`src/rtl/aftab_csr_seq_ctrl_pkg.sv`:
```
// Shared constants for the aftab interrupt CSR save/restore sequencer.
// Holds the FSM state encoding and the default counter geometry.
package aftab_csr_seq_ctrl_pkg;

  localparam int unsigned DefaultLen = 3;
  localparam logic [2:0]  DefaultLastIdx = 3'd4;

  typedef enum logic [2:0] {
    StIdle     = 3'd0,
    StSaveInit = 3'd1,
    StSaveAct  = 3'd2,
    StRstInit  = 3'd3,
    StRstAct   = 3'd4,
    StDone     = 3'd5
  } state_e;

endpackage

```
`src/rtl/aftab_csr_seq_ctrl.sv`:
```
// Walks CSR slots 0..lastIdx on interrupt entry (save) and lastIdx..0 on mret (restore),
// steering an external up/down counter that supplies the current slot index.
module aftab_csr_seq_ctrl
  import aftab_csr_seq_ctrl_pkg::*;
#(
  parameter int unsigned   len     = DefaultLen,
  parameter logic [len-1:0] lastIdx = len'(DefaultLastIdx)
) (
  input  logic           clk,
  input  logic           rst,
  input  logic           interEntry,
  input  logic           mretReq,
  input  logic           csrAck,
  input  logic [len-1:0] cntValue,
  output logic           zeroCnt,
  output logic           ldCnt,
  output logic           upCnt,
  output logic           dnCnt,
  output logic [len-1:0] ldValue,
  output logic           csrWrEn,
  output logic           csrRdEn,
  output logic           busy,
  output logic           done
);

  state_e state_q, state_d;

  always_ff @(posedge clk) begin
    if (rst) begin
      state_q <= StIdle;
    end else begin
      state_q <= state_d;
    end
  end

  always_comb begin
    state_d = state_q;
    zeroCnt = 1'b0;
    ldCnt   = 1'b0;
    upCnt   = 1'b0;
    dnCnt   = 1'b0;
    ldValue = '0;
    csrWrEn = 1'b0;
    csrRdEn = 1'b0;
    done    = 1'b0;

    unique case (state_q)
      StIdle: begin
        // Entry has priority over mret when both arrive together.
        if (interEntry) begin
          state_d = StSaveInit;
        end else if (mretReq) begin
          state_d = StRstInit;
        end
      end
      StSaveInit: begin
        zeroCnt = 1'b1;
        state_d = StSaveAct;
      end
      StSaveAct: begin
        csrWrEn = 1'b1;
        if (csrAck) begin
          if (cntValue == lastIdx) begin
            state_d = StDone;
          end else begin
            upCnt = 1'b1;
          end
        end
      end
      StRstInit: begin
        ldCnt   = 1'b1;
        ldValue = lastIdx;
        state_d = StRstAct;
      end
      StRstAct: begin
        csrRdEn = 1'b1;
        if (csrAck) begin
          if (cntValue == '0) begin
            state_d = StDone;
          end else begin
            dnCnt = 1'b1;
          end
        end
      end
      StDone: begin
        done    = 1'b1;
        state_d = StIdle;
      end
      default: state_d = StIdle;
    endcase
  end

  assign busy = (state_q != StIdle);

endmodule

```
`config.mk`:
```
export PLATFORM = sky130hd
export DESIGN_NAME = aftab_csr_seq_ctrl
export DESIGN_NICKNAME = d
export VERILOG_FILES = /design/src/rtl/aftab_csr_seq_ctrl_pkg.sv /design/src/rtl/aftab_csr_seq_ctrl.sv
export SDC_FILE = /design/constraint.sdc
export NUM_CORES = 1
export LEC_CHECK = 0
export ABC_AREA = 1
export CAP_MARGIN = 20
export CORE_AREA = 4 4 41 43
export DETAILED_ROUTE_END_ITERATION = 16
export DIE_AREA = 0 0 45 47
export DONT_BUFFER_PORTS = 1
export GPL_TIMING_DRIVEN = 0
export PLACE_DENSITY_LB_ADDON = 0.08
export SYNTH_ARGS = -nofsm -noshare
export SYNTH_HDL_FRONTEND = slang
export SYNTH_SLANG_ARGS = --single-unit
```
`constraint.sdc`:
```
create_clock -name clk -period 3.5 [get_ports clk]
set_clock_uncertainty 0.15 [all_clocks]
set_input_delay 0.35 -clock clk [delete_from_list [all_inputs] [get_ports clk]]
set_output_delay 0.35 -clock clk [all_outputs]
set_load 0.1 [all_outputs]
```
# After elaboration in Yosys (flattened, before gate mapping)
# Cells that the tools add are included.
# Widths: inputs -> output; s select.
# word_totals
reg_bits,3
latchBits,0
ramBits,0
mem_bits_ro,0
elab_cells,35
n_memories,0
# classes
add_sub_neg,0
mul,0
div,0
magnitude_cmp,0
n_eq_ne,11
shifts,0
n_mux,19
bitwise,0
n_reduce_logical,4
# ops
operator,count
$mux 3,7
$pmux 3 s5,1
$mux 1,11
$eq 3x3->1 const B,3
$ne 2x2->1 const B,4
$eq 3x2->1 const B,2
$logic_not 3->1,2
$reduce_and 5->1,1
$eq 3x1->1 const B,1
$ne 3x3->1 const B,1
$reduce_bool 3->1,1

# Longest topological paths before layout
# Gate-level depths: netlist of run 1.
# depth
depth_word,4
mapped_depth,9
ltp_nobuf,9

# Worst setup path before layout of run 1
# Ideal clock, no wire load.
# synth_timing
kind,reg-to-output
from,register state_q[2]
to,output port upCnt
arrival_time_ps,2440
t_required_ps,3000
path_slack_ps,560
path_stages_with_launch,6
n_path_buf,0
path_cell_list,dfxtp_1 -> inv_2 -> nand2_2 -> nor2_4 -> nand2_4 -> nor2_1
# synth_between
elab_chain_cells,2
# synth_lines
element,line_no,rtl
start: declaration,aftab_csr_seq_ctrl.sv:26,"state_e state_q, state_d;"
start signal: assignment,aftab_csr_seq_ctrl.sv:30,state_q <= StIdle;
start signal: assignment,aftab_csr_seq_ctrl.sv:32,state_q <= state_d;
$eq 3x2->1,aftab_csr_seq_ctrl.sv:47,unique case (state_q)
$mux 1,aftab_csr_seq_ctrl.sv:47,
end: declaration,aftab_csr_seq_ctrl.sv:17,"output logic upCnt,"
# Every way passes these cells.

# Worst setup path in the final report of run 1
# Ends and elaborated chain as after synthesis.

==> impl_metrics.ini, run 1 <==
[die]
dieArea_um2 = 2120
die_x_um = 45
core_um2 = 1300
rows = 13
initial_utilization = 0.274
pin_count = 19
die_y_um = 47

[sta]
slew_viol_final = 0
setup_viol = 0
hold_slack_ns = 0.145
hold_violations = 0
max_freq_mhz = 353
fin_setup_tns_ns = 0
fin_crit_ns = 2.83
post-route-period-util = 0.810
tightest_slew_ns = 1.06
rsz0062_at_grt = false
relSlewSlack = 0.293

[clock_tree]
clk_pin_slew_worst_paths_ns = 0.04
insertion_delay_ns = 0.23
clock_path_buffers = 2
cts_buffers = 3
cts_hold_buf = 0
cts_tree = done
ctsResizeCount = 0
root_buffer = clkbuf_4
clock_sinks = 3
cts_max_level = 1
cts_setup_buffers = 0

[cells_and_area]
instances_no_fill = 83
area_growth_pct = 34.7
nets = 77
final_cell_mix = nor2_1 (10), nand2_1 (7), nor2_2 (6), nand3_1 (6), inv_1 (5)
fillers = 145
largest_reg_flops = 3
antenna_cells = 0
top_register = state_q
final_common_cell = nor2_1
drive_gt1_frac = 0.412
reg_top3 = state_q (3)

[logic_synthesis]
yosysWarnings = 0
ys_seq_area_frac = 0.168
syn_area_per_cell_um2 = 6.04
synth_area_leaders = dfxtp_1 (17%), nor2_1 (16%), nand2_4 (9.5%)
netlist.area_leader.share = 0.168
synth_cell_types = 16
yosysTopAreaCell = dfxtp_1
ys_ff_latch = 3
syn_area_um2 = 357
syn-instance-count = 59

[grt]
grtUsageTotal = 0.0742
grt_pass1_wl_um = 1120
grt-ovfl-total = 0
grt_max_degree = 8
grt_pass1_vias = 276
antenna_found_initial = 0

[flow_run]
cap_violations = 0

[setup_path]
max_stage_delay_ns = 0.83
cp_top_family = simple AND/OR/NAND/NOR gates
cp-end-kind = primary output
required_ns = 3.00
path_class = reg -> out
cp_max_fo = 7
critPathBufInv = 1
crit_slowest_cell = nor2_2
worstPathArrival_ns = 2.33
start_kind = register
path_cells = inv_2 -> nand2_2 -> nor2_4 -> nand2_4 -> nor2_2

[routing]
drc = 0
detail_route.wl_per_cell_um = 8.82
dr.first_iter.drc_count = 4
totalWireLength_um = 732
ant_nets = 0
dr.pass1.iters = 4
viasPerCell = 4.08
vias = 339

[placed_design]
dpl.cell_count = 79
gp_congestion = 0.722
portBuffers = 0
place_hpwl_um = 632

[hold_path]
min-delay-path-class = in -> reg

[status]
outcome = finished, final reports clean
-- per-stage QoR --
step                      area (um2)  setup WS (ns)   util
after global routing             480          0.578  0.369
after detailed placement         454          0.900  0.349
final                            480          0.666  0.369
after floorplan                  360          0.560      -
after CTS                        480          0.642  0.369
after global placement           379          0.427  0.291
-- worst register-to-register path, delay by kind of cell (launching register included) --
family | cells | cell delay (ns)
and+or+nand+nor | 7 | 1.06
DFF | 1 | 0.37
buffers and inverters | 2 | 0.20
-- final cells by class --
class	count	area [um2]	share of cell area
Buffer	3	22.5	0.0469
Multi-Input combinational cell	45	256	0.534
Tap cell	15	18.8	0.0391
Sequential cell	3	60.1	0.125
Timing Repair Buffer	4	62.6	0.130
Clock buffer	4	26.3	0.0547
Inverter	9	33.8	0.0703
-- cell families (layout without fill, tap and decap cells) --
group | after synthesis | after routing | synth area share
and+or+nand+nor | 42 | 42 | 0.649
buffers and inverters | 12 | 20 | 0.158
DFF | 3 | 3 | 0.168
other | 1 | 2 | 0.0105
AOI/OAI and AO/OA | 1 | 1 | 0.0140
-- Yosys cell counts --
cell and n:
a21oi_1 1, and3_1 1, buf_4 3, conb_1 1, dfxtp_1 3, inv_1 5
inv_2 4, nand2_1 7, nand2_2 4, nand2_4 3, nand3_1 6, nand3b_1 1
nor2_1 15, nor2_2 1, nor2_4 3, or2_1 1
-- worst paths after layout --
check	slack, ns	cells past startpoint	end	startpoint
worst min register to register	0.43	2	state_q[1]	state_q[1]
worst max-delay path	0.67	5	upCnt	state_q[2]
worst min-delay path	0.15	3	state_q[2]	rst
worst max register to register	1.66	9	state_q[2]	state_q[2]
-- metal layers --
metal | global-route usage | vias to the layer above | wire length [um] | share of wire
met3 | 0.0383 | 0 | 82 | 0.11
li1 | - | 191 | - | -
met5 | 0 | - | 0 | 0
met2 | 0.105 | 15 | 288 | 0.39
met1 | 0.0998 | 133 | 360 | 0.49
met4 | 0.0175 | 0 | 0 | 0
Power of run 1 is left out: the tool's default activity adds up to more than one toggle a clock period on the data nets, which glitch-free logic cannot reach.
==> inputs of run 2 (changes only) <==
==> constraint.sdc (replaced) <==
create_clock -name clk -period 2.35 [get_ports clk]
set_clock_uncertainty 0.15 [all_clocks]
set_input_delay 0.235 -clock clk [delete_from_list [all_inputs] [get_ports clk]]
set_output_delay 0.235 -clock clk [all_outputs]
set_load 0.1 [all_outputs]
==> run 2 against run 1 <==
- core utilization is 3.5 points higher
- first-iteration DRC count is 50% lower
- sequential cell count unchanged
- via count rose by 12%
- final cell count is 4.8% higher
==> impl_metrics.ini, run 2 (same netlist as run 1, synthesis figures left out) <==
[status]
outcome = finished, final reports clean

[routing]
route.met2.wl_um = 464
top_layer_used = met3
drc = 0
ant_nets = 0
dr.pass1.iters = 3
totalWireLength_um = 911
met3_wirelength_um = 80
vias = 379
viasPerCell = 4.36
wl_met1_um = 367
detail_route.wl_per_cell_um = 10.5
dr.first_iter.drc_count = 2

[cells_and_area]
final_common_cell = nor2_1
nets = 81
antenna_cells = 0
largest_reg_flops = 3
area_growth_pct = 47.4
top_register = state_q
finish.utilization = 0.404
multiInputGateArea_um2 = 277
final_cell_mix = nor2_1 (10), buf_4 (9), nand2_1 (7), nor2_4 (6), nand3_1 (6)
fillers = 147
instances_no_fill = 87
register_area_um2 = 66.3
drive_gt1_frac = 0.514
reg_top3 = state_q (3)

[clock_tree]
insertion_delay_ns = 0.23
cts_buffers = 3
clk_pin_slew_worst_paths_ns = 0.04
cts_hold_buf = 0
clock_path_buffers = 2
cts_max_level = 1
cts_tree = done
root_buffer = clkbuf_4
clock_sinks = 3

[setup_path]
path_cells = inv_6 -> nand2_4 -> nor2_4 -> nand2_4 -> nor2_4
required_ns = 1.97
worstPathArrival_ns = 1.95
crit_slowest_cell = nor2_4
max_stage_delay_ns = 0.55
path_class = reg -> out
cp-end-kind = primary output
start_kind = register
cp_max_fo = 6

[die]
core_um2 = 1300
die_x_um = 45
pin_count = 19
initial_utilization = 0.274
rows = 13
dieArea_um2 = 2120
die_y_um = 47

[sta]
slew_viol_final = 0
relSlewSlack = 0.294
post-route-period-util = 0.994
max_freq_mhz = 428
tightest_slew_ns = 1.06
setup_viol = 0
rsz0062_at_grt = true
hold_violations = 0
fin_crit_ns = 2.34

[grt]
grt_max_degree = 8
grt-ovfl-total = 0
antenna_found_initial = 0
grt_pass1_wl_um = 1360
grt_pass1_vias = 337
grtUsageTotal = 0.0892

[placed_design]
gp_congestion = 0.672
dpl.cell_count = 77
portBuffers = 0
place_hpwl_um = 688

[hold_path]
min-delay-path-class = in -> reg

[flow_run]
cap_violations = 0
run 2: cell count changes in the layout (fill, tap and decap cells not counted), sizes merged:
cell and delta:
buf +4
run 2: critical path: cells and delay by family (launching register included):
family,cells,cell delay [ns]
flip-flops,1,0.37
buffers and inverters,1,0.08
AND/OR/NAND/NOR,4,1.27
run 2: worst paths after layout:
kind | from | endpoint | slack [ns] | cells after the start
worst max-delay path | state_q[2] | upCnt | 0.01 | 5
worst min-delay path | rst | state_q[1] | 0.01 | 3
worst max register to register | state_q[1] | state_q[2] | 0.50 | 10
worst min register to register | state_q[2] | state_q[2] | 0.40 | 2
run 2: timing repair:
| action | in CTS | in global routing |
|---|---|---|
| gates resized for setup | 6 | 4 |
| gates cloned | 0 | 0 |
| setup buffers | 1 | 5 |
| endpoints found under the hold margin | 0 | 0 |
| pin swaps | 3 | 6 |
| setup endpoints to repair | 3 | 2 |
run 2: per-stage QoR:
step                hold WS, ns  setup TNS [ns]  worst slack (ns)  cell area, um2
floorplan                 0.248         -0.0590           -0.0330             373
global placement          0.270          -0.403            -0.253             392
detailed placement        0.265          -0.153            -0.153             428
CTS                      0.0150         -0.0621           -0.0621             475
global route             0.0319         -0.0632           -0.0541             526
finish                   0.0150               0            0.0146             526
run 2: layer usage:
layer | GRT usage | vias to the layer above
met2 | 0.144 | 13
met4 | 0.0175 | 0
met1 | 0.104 | 165
met5 | 0 | -
li1 | - | 201
met3 | 0.0498 | 0
run 2: final cells by class:
cell class              instances  area share
multi-input cells              45       0.526
well taps                      15      0.0357
clock buffers                   4      0.0500
plain buffers                   3      0.0429
repair buffers                  8       0.145
inverters                       9      0.0738
flip-flops and latches          3       0.126
Power of run 2 is left out for the same reason.
==> inputs of run 3 (changes only) <==
--- a/config.mk
+++ b/config.mk
@@ -13,6 +13,7 @@
 export DONT_BUFFER_PORTS = 1
 export GPL_TIMING_DRIVEN = 0
 export PLACE_DENSITY_LB_ADDON = 0.08
+export SKIP_LAST_GASP = 1
 export SYNTH_ARGS = -nofsm -noshare
 export SYNTH_HDL_FRONTEND = slang
 export SYNTH_SLANG_ARGS = --single-unit
==> results of run 3 <==
No change in the layout: final DEF, timing and power equal those of run 2.
Power of run 3 is left out for the same reason.
